<file path="src/rtl/mul_div_unit.sv">
// mul_div_unit: iterative MULT/MULTU/DIV/DIVU engine with HI/LO and MTHI/MTLO, WIDTH-cycle CALC.
// Signed MULT/DIV need `MDU_SIGNED_EN; without it they behave as MULTU/DIVU.
module mul_div_unit #(
  parameter int WIDTH = 32
) (
  input  logic             clk,
  input  logic             rst_n,
  input  logic             start,
  input  logic [5:0]       funct,
  input  logic [WIDTH-1:0] op_a,
  input  logic [WIDTH-1:0] op_b,
  input  logic             flush,
  output logic             busy,
  output logic             done,
  output logic [WIDTH-1:0] hi,
  output logic [WIDTH-1:0] lo
);
  localparam int CW = $clog2(WIDTH);
  typedef enum logic [1:0] {IDLE, CALC, DONE} state_t;
  state_t state, state_nxt;
  logic [CW-1:0] cnt;
  logic [2*WIDTH-1:0] acc, acc_nxt, fix_p;
  logic [WIDTH-1:0] m, a_abs, b_abs, fix_q, fix_r;
  logic [WIDTH:0] shifted, diff, sum;
  logic is_div, dbz, take, accept, last;
  assign take   = state == IDLE && start && !flush;
  assign accept = take && funct[5:2] == 4'b0110;
  assign last   = state == CALC && cnt == '0;
  assign busy   = state == CALC;
  assign done   = state == DONE;
  always_ff @(posedge clk or negedge rst_n)
    if (!rst_n) state <= IDLE;
    else state <= state_nxt;
  always_comb begin
    state_nxt = state == IDLE ? (accept ? CALC : IDLE) :
                state == CALC ? (flush ? IDLE : (cnt == '0 ? DONE : CALC)) : IDLE;
  end
  // acc holds {partial product, multiplier} for multiply and {remainder, dividend/quotient} for divide
  always_comb begin
    shifted = acc[2*WIDTH-1:WIDTH-1];
    diff    = shifted - {1'b0, m};
    sum     = {1'b0, acc[2*WIDTH-1:WIDTH]} + (acc[0] ? {1'b0, m} : '0);
    acc_nxt = is_div ? {diff[WIDTH] ? shifted[WIDTH-1:0] : diff[WIDTH-1:0], acc[WIDTH-2:0], ~diff[WIDTH]}
                     : {sum, acc[WIDTH-1:1]};
  end
`ifdef MDU_SIGNED_EN
  logic sa, sb, neg_p, neg_r;
  assign sa    = ~funct[0] & op_a[WIDTH-1];
  assign sb    = ~funct[0] & op_b[WIDTH-1];
  assign a_abs = sa ? -op_a : op_a;
  assign b_abs = sb ? -op_b : op_b;
  always_ff @(posedge clk or negedge rst_n)
    if (!rst_n) begin
      neg_p <= 1'b0;
      neg_r <= 1'b0;
    end else if (accept) begin
      neg_p <= sa ^ sb;
      neg_r <= sa;
    end
  always_comb begin
    fix_p = neg_p ? -acc_nxt : acc_nxt;
    fix_q = neg_p ? -acc_nxt[WIDTH-1:0] : acc_nxt[WIDTH-1:0];
    fix_r = neg_r ? -acc_nxt[2*WIDTH-1:WIDTH] : acc_nxt[2*WIDTH-1:WIDTH];
  end
`else
  assign a_abs = op_a;
  assign b_abs = op_b;
  assign fix_p = acc_nxt;
  assign fix_q = acc_nxt[WIDTH-1:0];
  assign fix_r = acc_nxt[2*WIDTH-1:WIDTH];
`endif
  // a zero divisor leaves the remainder equal to the dividend, so only the quotient needs forcing
  always_ff @(posedge clk or negedge rst_n)
    if (!rst_n) begin
      cnt    <= '0;
      acc    <= '0;
      m      <= '0;
      is_div <= 1'b0;
      dbz    <= 1'b0;
      hi     <= '0;
      lo     <= '0;
    end else begin
      if (accept) begin
        cnt    <= CW'(WIDTH - 1);
        acc    <= {{WIDTH{1'b0}}, funct[1] ? a_abs : b_abs};
        m      <= funct[1] ? b_abs : a_abs;
        is_div <= funct[1];
        dbz    <= op_b == '0;
      end else if (busy) begin
        cnt <= cnt - 1'b1;
        acc <= acc_nxt;
      end
      if (last && !flush) begin
        hi <= is_div ? fix_r : fix_p[2*WIDTH-1:WIDTH];
        lo <= is_div ? (dbz ? '1 : fix_q) : fix_p[WIDTH-1:0];
      end
      if (take && funct == 6'h11) hi <= op_a;
      if (take && funct == 6'h13) lo <= op_a;
    end
endmodule

</file>
<file path="config.mk">
export PLATFORM = sky130hd
export DESIGN_NAME = mul_div_unit
export DESIGN_NICKNAME = d
export VERILOG_FILES = /design/src/rtl/mul_div_unit.sv
export SDC_FILE = /design/constraint.sdc
export NUM_CORES = 1
export LEC_CHECK = 0
export ABC_CLOCK_PERIOD_IN_PS = 3500
export CELL_PAD_IN_SITES_DETAIL_PLACEMENT = 0
export CELL_PAD_IN_SITES_GLOBAL_PLACEMENT = 1
export CORE_MARGIN = 10
export CORE_UTILIZATION = 40
export DETAILED_ROUTE_END_ITERATION = 7
export GPL_ROUTABILITY_DRIVEN = 0
export PLACE_DENSITY_LB_ADDON = 0.1
export SLEW_MARGIN = 40
export SYNTH_ARGS = -nofsm -noshare
export SYNTH_HDL_FRONTEND = slang
export SYNTH_SLANG_ARGS = --single-unit
</file>
<file path="constraint.sdc">
create_clock -name clk -period 3.5 [get_ports clk]
set_clock_uncertainty 0.05 [all_clocks]
set_input_delay 1.05 -clock clk [delete_from_list [all_inputs] [get_ports clk]]
set_output_delay 1.05 -clock clk [all_outputs]
set_load 0.01 [all_outputs]
</file>
# Word-level counts from Yosys, hierarchy flattened
# Cells that the tools add are included.
[totals]
ff_bits = 169
wordCells = 51
input_bits = 74
[classes]
mux = 20
n_reduce_logical = 14
addsub = 3
bitwise = 1
n_eq_ne = 5
[op_table]
columns = ["operator", "n"]
rows = [
  ["2-to-1 mux 32 bit", 10],
  ["2-to-1 mux 64 bit", 3],
  ["adder 32 x 32 -> 33 bit", 1],
  ["subtractor 33 x 32 -> 33 bit", 1],
  ["logical NOT 32 bit", 1],
  ["equality test 6 x 5 -> 1 bit (second input constant)", 2],
  ["2-to-1 mux 5 bit", 2],
  ["2-to-1 mux 2 bit", 4],
  ["logical AND 1 bit", 7],
  ["nonzero test 2 bit", 3],
  ["logical NOT 5 bit", 1],
  ["subtractor 5 x 1 -> 5 bit (second input constant)", 1],
  ["equality test 4 x 3 -> 1 bit (second input constant)", 1],
  ["equality test 2 x 1 -> 1 bit (second input constant)", 1],
  ["equality test 2 bit (second input constant)", 1],
  ["logical NOT 2 bit", 1],
  ["logical NOT 1 bit", 1],
  ["2-to-1 mux 1 bit", 1],
  ["inverter 1 bit", 1],
]

# Longest topological paths before layout
[logic_depth]
ltp_word = 7
mapped_depth = 15
ltp_nobuf = 13

# Worst setup path after synthesis
# No wires, ideal clock.
[synth_path]
path_kind = "register to register"
from = "register acc[31]"
to = "register hi[13]"
path_stages_with_launch = 15
synth_period_minus_slack_ns = 3.436
n_path_buf = 1
setup_time_ns = 0.131
path_slack_ns = 0.064
t_arrival_ns = 3.255
cell_sequence = "dfrtp_1 > inv_1 > ha_1 > inv_1 > fa_1 > a211oi_2 > o21ai_2 > o221ai_4 > a31oi_2 > a31o_1 > a311oi_4 > buf_6 > mux2_1 > a21oi_1 > o21ai_1"
[synth_via]
elab_chain_cells = 5
[synth_rtl]
columns = ["item", "line", "source"]
rows = [
  ["start: declaration", "22", "logic [2*WIDTH-1:0] acc, acc_nxt, fix_p;"],
  ["start signal: assignment", "85", "acc <= {{WIDTH{1'b0}}, funct[1] ? a_abs : b_abs};"],
  ["start signal: assignment", "91", "acc <= acc_nxt;"],
  ["subtractor 33 x 32 -> 33 bit", "41", "diff = shifted - {1'b0, m};"],
  ["2-to-1 mux 32 bit", "43", "acc_nxt = is_div ? {diff[WIDTH] ? shifted[WIDTH-1:0] : diff[WIDTH-1:0], acc[WIDTH-2:0], ~diff[WIDTH]}"],
  ["2-to-1 mux 64 bit", "43", ""],
  ["2-to-1 mux 32 bit", "93", "if (last && !flush) begin"],
  ["2-to-1 mux 32 bit", "97", "if (take && funct == 6'h11) hi <= op_a;"],
  ["end signal: assignment", "94", "hi <= is_div ? fix_r : fix_p[2*WIDTH-1:WIDTH];"],
  ["end signal: assignment", "97", ""],
  ["end: declaration", "15", "output logic [WIDTH-1:0] hi,"],
]
# Every way passes these cells. The select of a mux whose other input is x is not followed.
# A chain may end at the register's enable or synchronous reset.

# Worst setup path in the final report
[layout_path]
from = "register acc[31]"
to = "register acc[34]"
[layout_via]
elab_chain_cells = 5
[layout_rtl]
columns = ["item", "line", "source"]
rows = [
  ["subtractor 33 x 32 -> 33 bit", "41", ""],
  ["2-to-1 mux 32 bit", "43", ""],
  ["2-to-1 mux 64 bit", "43", ""],
  ["2-to-1 mux 64 bit", "89", "end else if (busy) begin"],
  ["2-to-1 mux 64 bit", "83", "if (accept) begin"],
]
# Every way passes these cells. The select of a mux whose other input is x is not followed.

==> flow_summary.ini <==
[status]
outcome = finished, final reports clean

[cells_and_area]
diodes = 0
nFillCells = 2833
nNetsFinal = 1713
layout-drive-gt1-share = 0.1375
multi_input_area_um2 = 7701
area_delta_synth_final_pct = 28.38
seqCellArea_um2 = 4233
stdcell_area_um2 = 15670

[die]
dieWidth_um = 194.7
core_um2 = 29870
rows = 63
initial_core_util = 0.4084
die_area_um2 = 37890
boundaryPins = 140
dieHeight_um = 194.7

[min_path]
hold_path_depth = 2
min_path_type = flop to flop
worstHoldStart = cnt[4]

[pwr]
switching_share = 0.4438
power.share.combinational = 0.627
powerDensity_nw_per_um2 = 895.3
clkPwrFrac = 0.147
p_sw_uw = 6225
intPower_uw = 7800
seqPwrFrac = 0.226
p_leak_uw = 0.007191
total_power_uw = 14030
peakVddDrop_mv = 0.3802

[sta]
worstMarginPinSlew_ns = 0.7490
post-route-min-period_ns = 3.498
fin_tns_setup_ns = 0
max_freq_mhz = 285.9
relSlewSlack = 0.5007
layout_worst_path_cycle_share = 0.9995
final-hold-violation-count = 0
slew_viol_final = 0
setup_viol = 0
grt_setup_unrepaired = true
setup_ws_ns = 0.001892

[flow_run]
max-cap-violations = 0

[worst_setup_path]
crit_family = compound AO/OA/AOI/OAI gates
cp_num_buf_inv = 5
r2r-start = acc[31]
cp_max_fo = 5
cp.required_ns = 3.74
crit_path_end_kind = flop
crit_chain = inv_2, ha_4, inv_2, fa_2, a211oi_2, o21ai_2, o221ai_4, a31oi_4, a31o_1, a311oi_4, buf_4, buf_6, buf_12, mux2_4, a21oi_2, o21ai_1
cp-start-kind = flop
crit_cells = 16
slowest_stage = dfrtp_1
r2r_cells = 16
r2r_slack_ns = 0.002
cpPeakStageDelay_ns = 0.39
cp_data_arrival_time_ns = 3.74
crit_type = flop to flop
cp-startpoint = acc[31]
cp_common_cell = inv_2

[routing]
postRouteAntennaNets = 0
viasPerCell = 5.860
vias = 11574
wirelength_mm = 45.67
drtIter0Drc = 836
drt_first_pass_iters = 5
drc = 0
wl_per_cell_um = 23.12

[logic_synthesis]
synth-seq-cells = 169
synth_edf_count = 0
yosysUniqueCellTypes = 74
syn-num-nets = 1532
avgSynthCellArea_um2 = 8.772
syn_inst = 1391
yosysSeqAreaShare = 0.3466
synth_ff_type = dfrtp_1
async_flop_share = 1.000
netlist_area_um2 = 12200
ys.warnings.count = 0

[grt]
track_usage = 0.2338
grt_pass1_vias = 11844
grt_max_degree = 88
grt_pass1_wl_mm = 70.37
grt-ovfl-total = 0
antenna_found_initial = 0

[place]
dp_hpwl_mm = 34.01
place_ws_ns = -0.1219
placed_cell_area_um2 = 14550
io_buffers = 139

[clocking]
cts_root_buf = clkbuf_16
clk_latency_ns = 0.44
cts_tree = yes
clock_sinks = 169
hold_buffers = 0
cts.path.max_buffers = 2
clkTransAtPathRegs_ns = 0.07
htreeDepth = 4
cts_buffers = 17
## layer usage
metal	up-vias	routed length, um	global-route usage
met5	-	0	0
met4	0	1898	0.09568
met3	89	1798	0.04027
met2	294	22980	0.4087
met1	5716	18990	0.2768
li1	5475	-	-
## layout make-up
type / count / area share
Multi-Input combinational cell: 1081 / 0.4916
Sequential cell: 169 / 0.2702
Timing Repair Buffer: 247 / 0.1530
Clock buffer: 23 / 0.03179
Tap cell: 390 / 0.03115
Inverter: 56 / 0.01342
Clock inverter: 9 / 0.008786
## cell families (layout without fill, tap and decap cells)
group / after synthesis / in the layout / synth area share
AOI/OAI and AO/OA: 430 / 430 / 0.2415
and+or+nand+nor: 404 / 404 / 0.1523
DFF: 169 / 169 / 0.3466
buffers and inverters: 141 / 335 / 0.04625
muxes: 125 / 125 / 0.1040
adders and majority gates: 67 / 67 / 0.06993
xor gates and xnor gates: 55 / 55 / 0.03948
## registers in the layout (all words and copies together) (netlist names)
register	count
lo	32
m	32
is_div	1
cnt	5
state	2
acc	64
hi	32
dbz	1
## what timing repair did
action / CTS / global route
buffers inserted: 8 / 10
pin swaps: 12 / 24
gates resized for setup: 26 / 50
gates cloned: 3 / 0
endpoints found under the setup margin: 47 / 65
## stage by stage
stage          instances  hold WS (ns)  utilization
3_5_place_dp        1925        0.4565       0.4871
2_1_floorplan       1391        0.4270            -
3_3_place_gp        1925        0.4504       0.4870
4_1_cts             1968        0.4753       0.5163
6_report            1975        0.4728       0.5244
5_1_grt             1975        0.5022       0.5244
## path summary, 6_finish.rpt
kind | to
setup / recovery | acc[34]
hold / removal | cnt[4]
setup reg to reg | acc[34]
hold reg to reg | cnt[4]
max in group asynchronous | m[22]
min in group asynchronous | hi[30]
## placed cells by master, fill, tap and decap left out, types with 6 or more instances in the layout
cell and n:
o21ai_1 27, xor2_1 24, a21oi_1 89, o21a_1 9, nand2b_1 6, o211ai_1 10, o221ai_1 33, and3_1 9
nor2_1 151, nand2_1 95, a22o_1 9, mux2i_1 107, nor3_1 13, buf_4 92, mux2_4 8, a31oi_1 10
a21oi_2 16, o21bai_1 8, a21o_1 39, nand3_1 41, clkdlybuf4s50_1 137, buf_12 11, nand4_1 7, inv_1 51
and2_1 39, o21ai_0 55, ha_1 62, dfrtp_1 168, nor4_1 10, nor2b_1 6, clkbuf_16 17, a22oi_1 22
xnor2_1 31, o31ai_1 11, a221oi_1 31
## power groups by stage
stage               Clock (uW)  Sequential (uW)  Combinational, uW
global placement             0             3180               7410
floorplan                    0             2930               5120
detailed placement           0             3190               7460
global route              2180             3230               9570
CTS                       2090             3160               8170
finish                    2060             3170               8800
## cells in the mapped netlist (9+ instances only)
library cell  instances  share of area
dfrtp_1             169           0.35
nor2_1              154          0.047
mux2i_1             111          0.091
a21oi_1             105          0.043
nand2_1              98          0.030
clkbuf_1             65          0.020
ha_1                 65          0.067
o21ai_0              65          0.027
inv_1                53          0.016
nand3_1              41          0.017
a21o_1               39          0.024
and2_1               39          0.020
o221ai_1             33          0.024
a221oi_1             31          0.022
xnor2_1              31          0.022
xor2_1               24          0.017
a22oi_1              22          0.014
o21ai_1              17         0.0070
nor3_1               13         0.0053
o31ai_1              13         0.0080
a31oi_1              12         0.0062
buf_1                12         0.0037
nor4_1               11         0.0056
and3_1               10         0.0051
o211ai_1             10         0.0062
a22o_1                9         0.0065
o21a_1                9         0.0055
## worst reg2reg max path, delay by kind of cell, from the launching register on
| family | cells | cell delay [ns] |
|---|---|---|
| AO/OA/AOI/OAI | 8 | 1.55 |
| multiplexers | 1 | 0.32 |
| buffers and inverters | 5 | 0.57 |
| flip-flops | 1 | 0.39 |
| adder cells (fa/ha/maj) | 2 | 0.48 |
No activity file was read; power rests on OpenSTA's default activity.
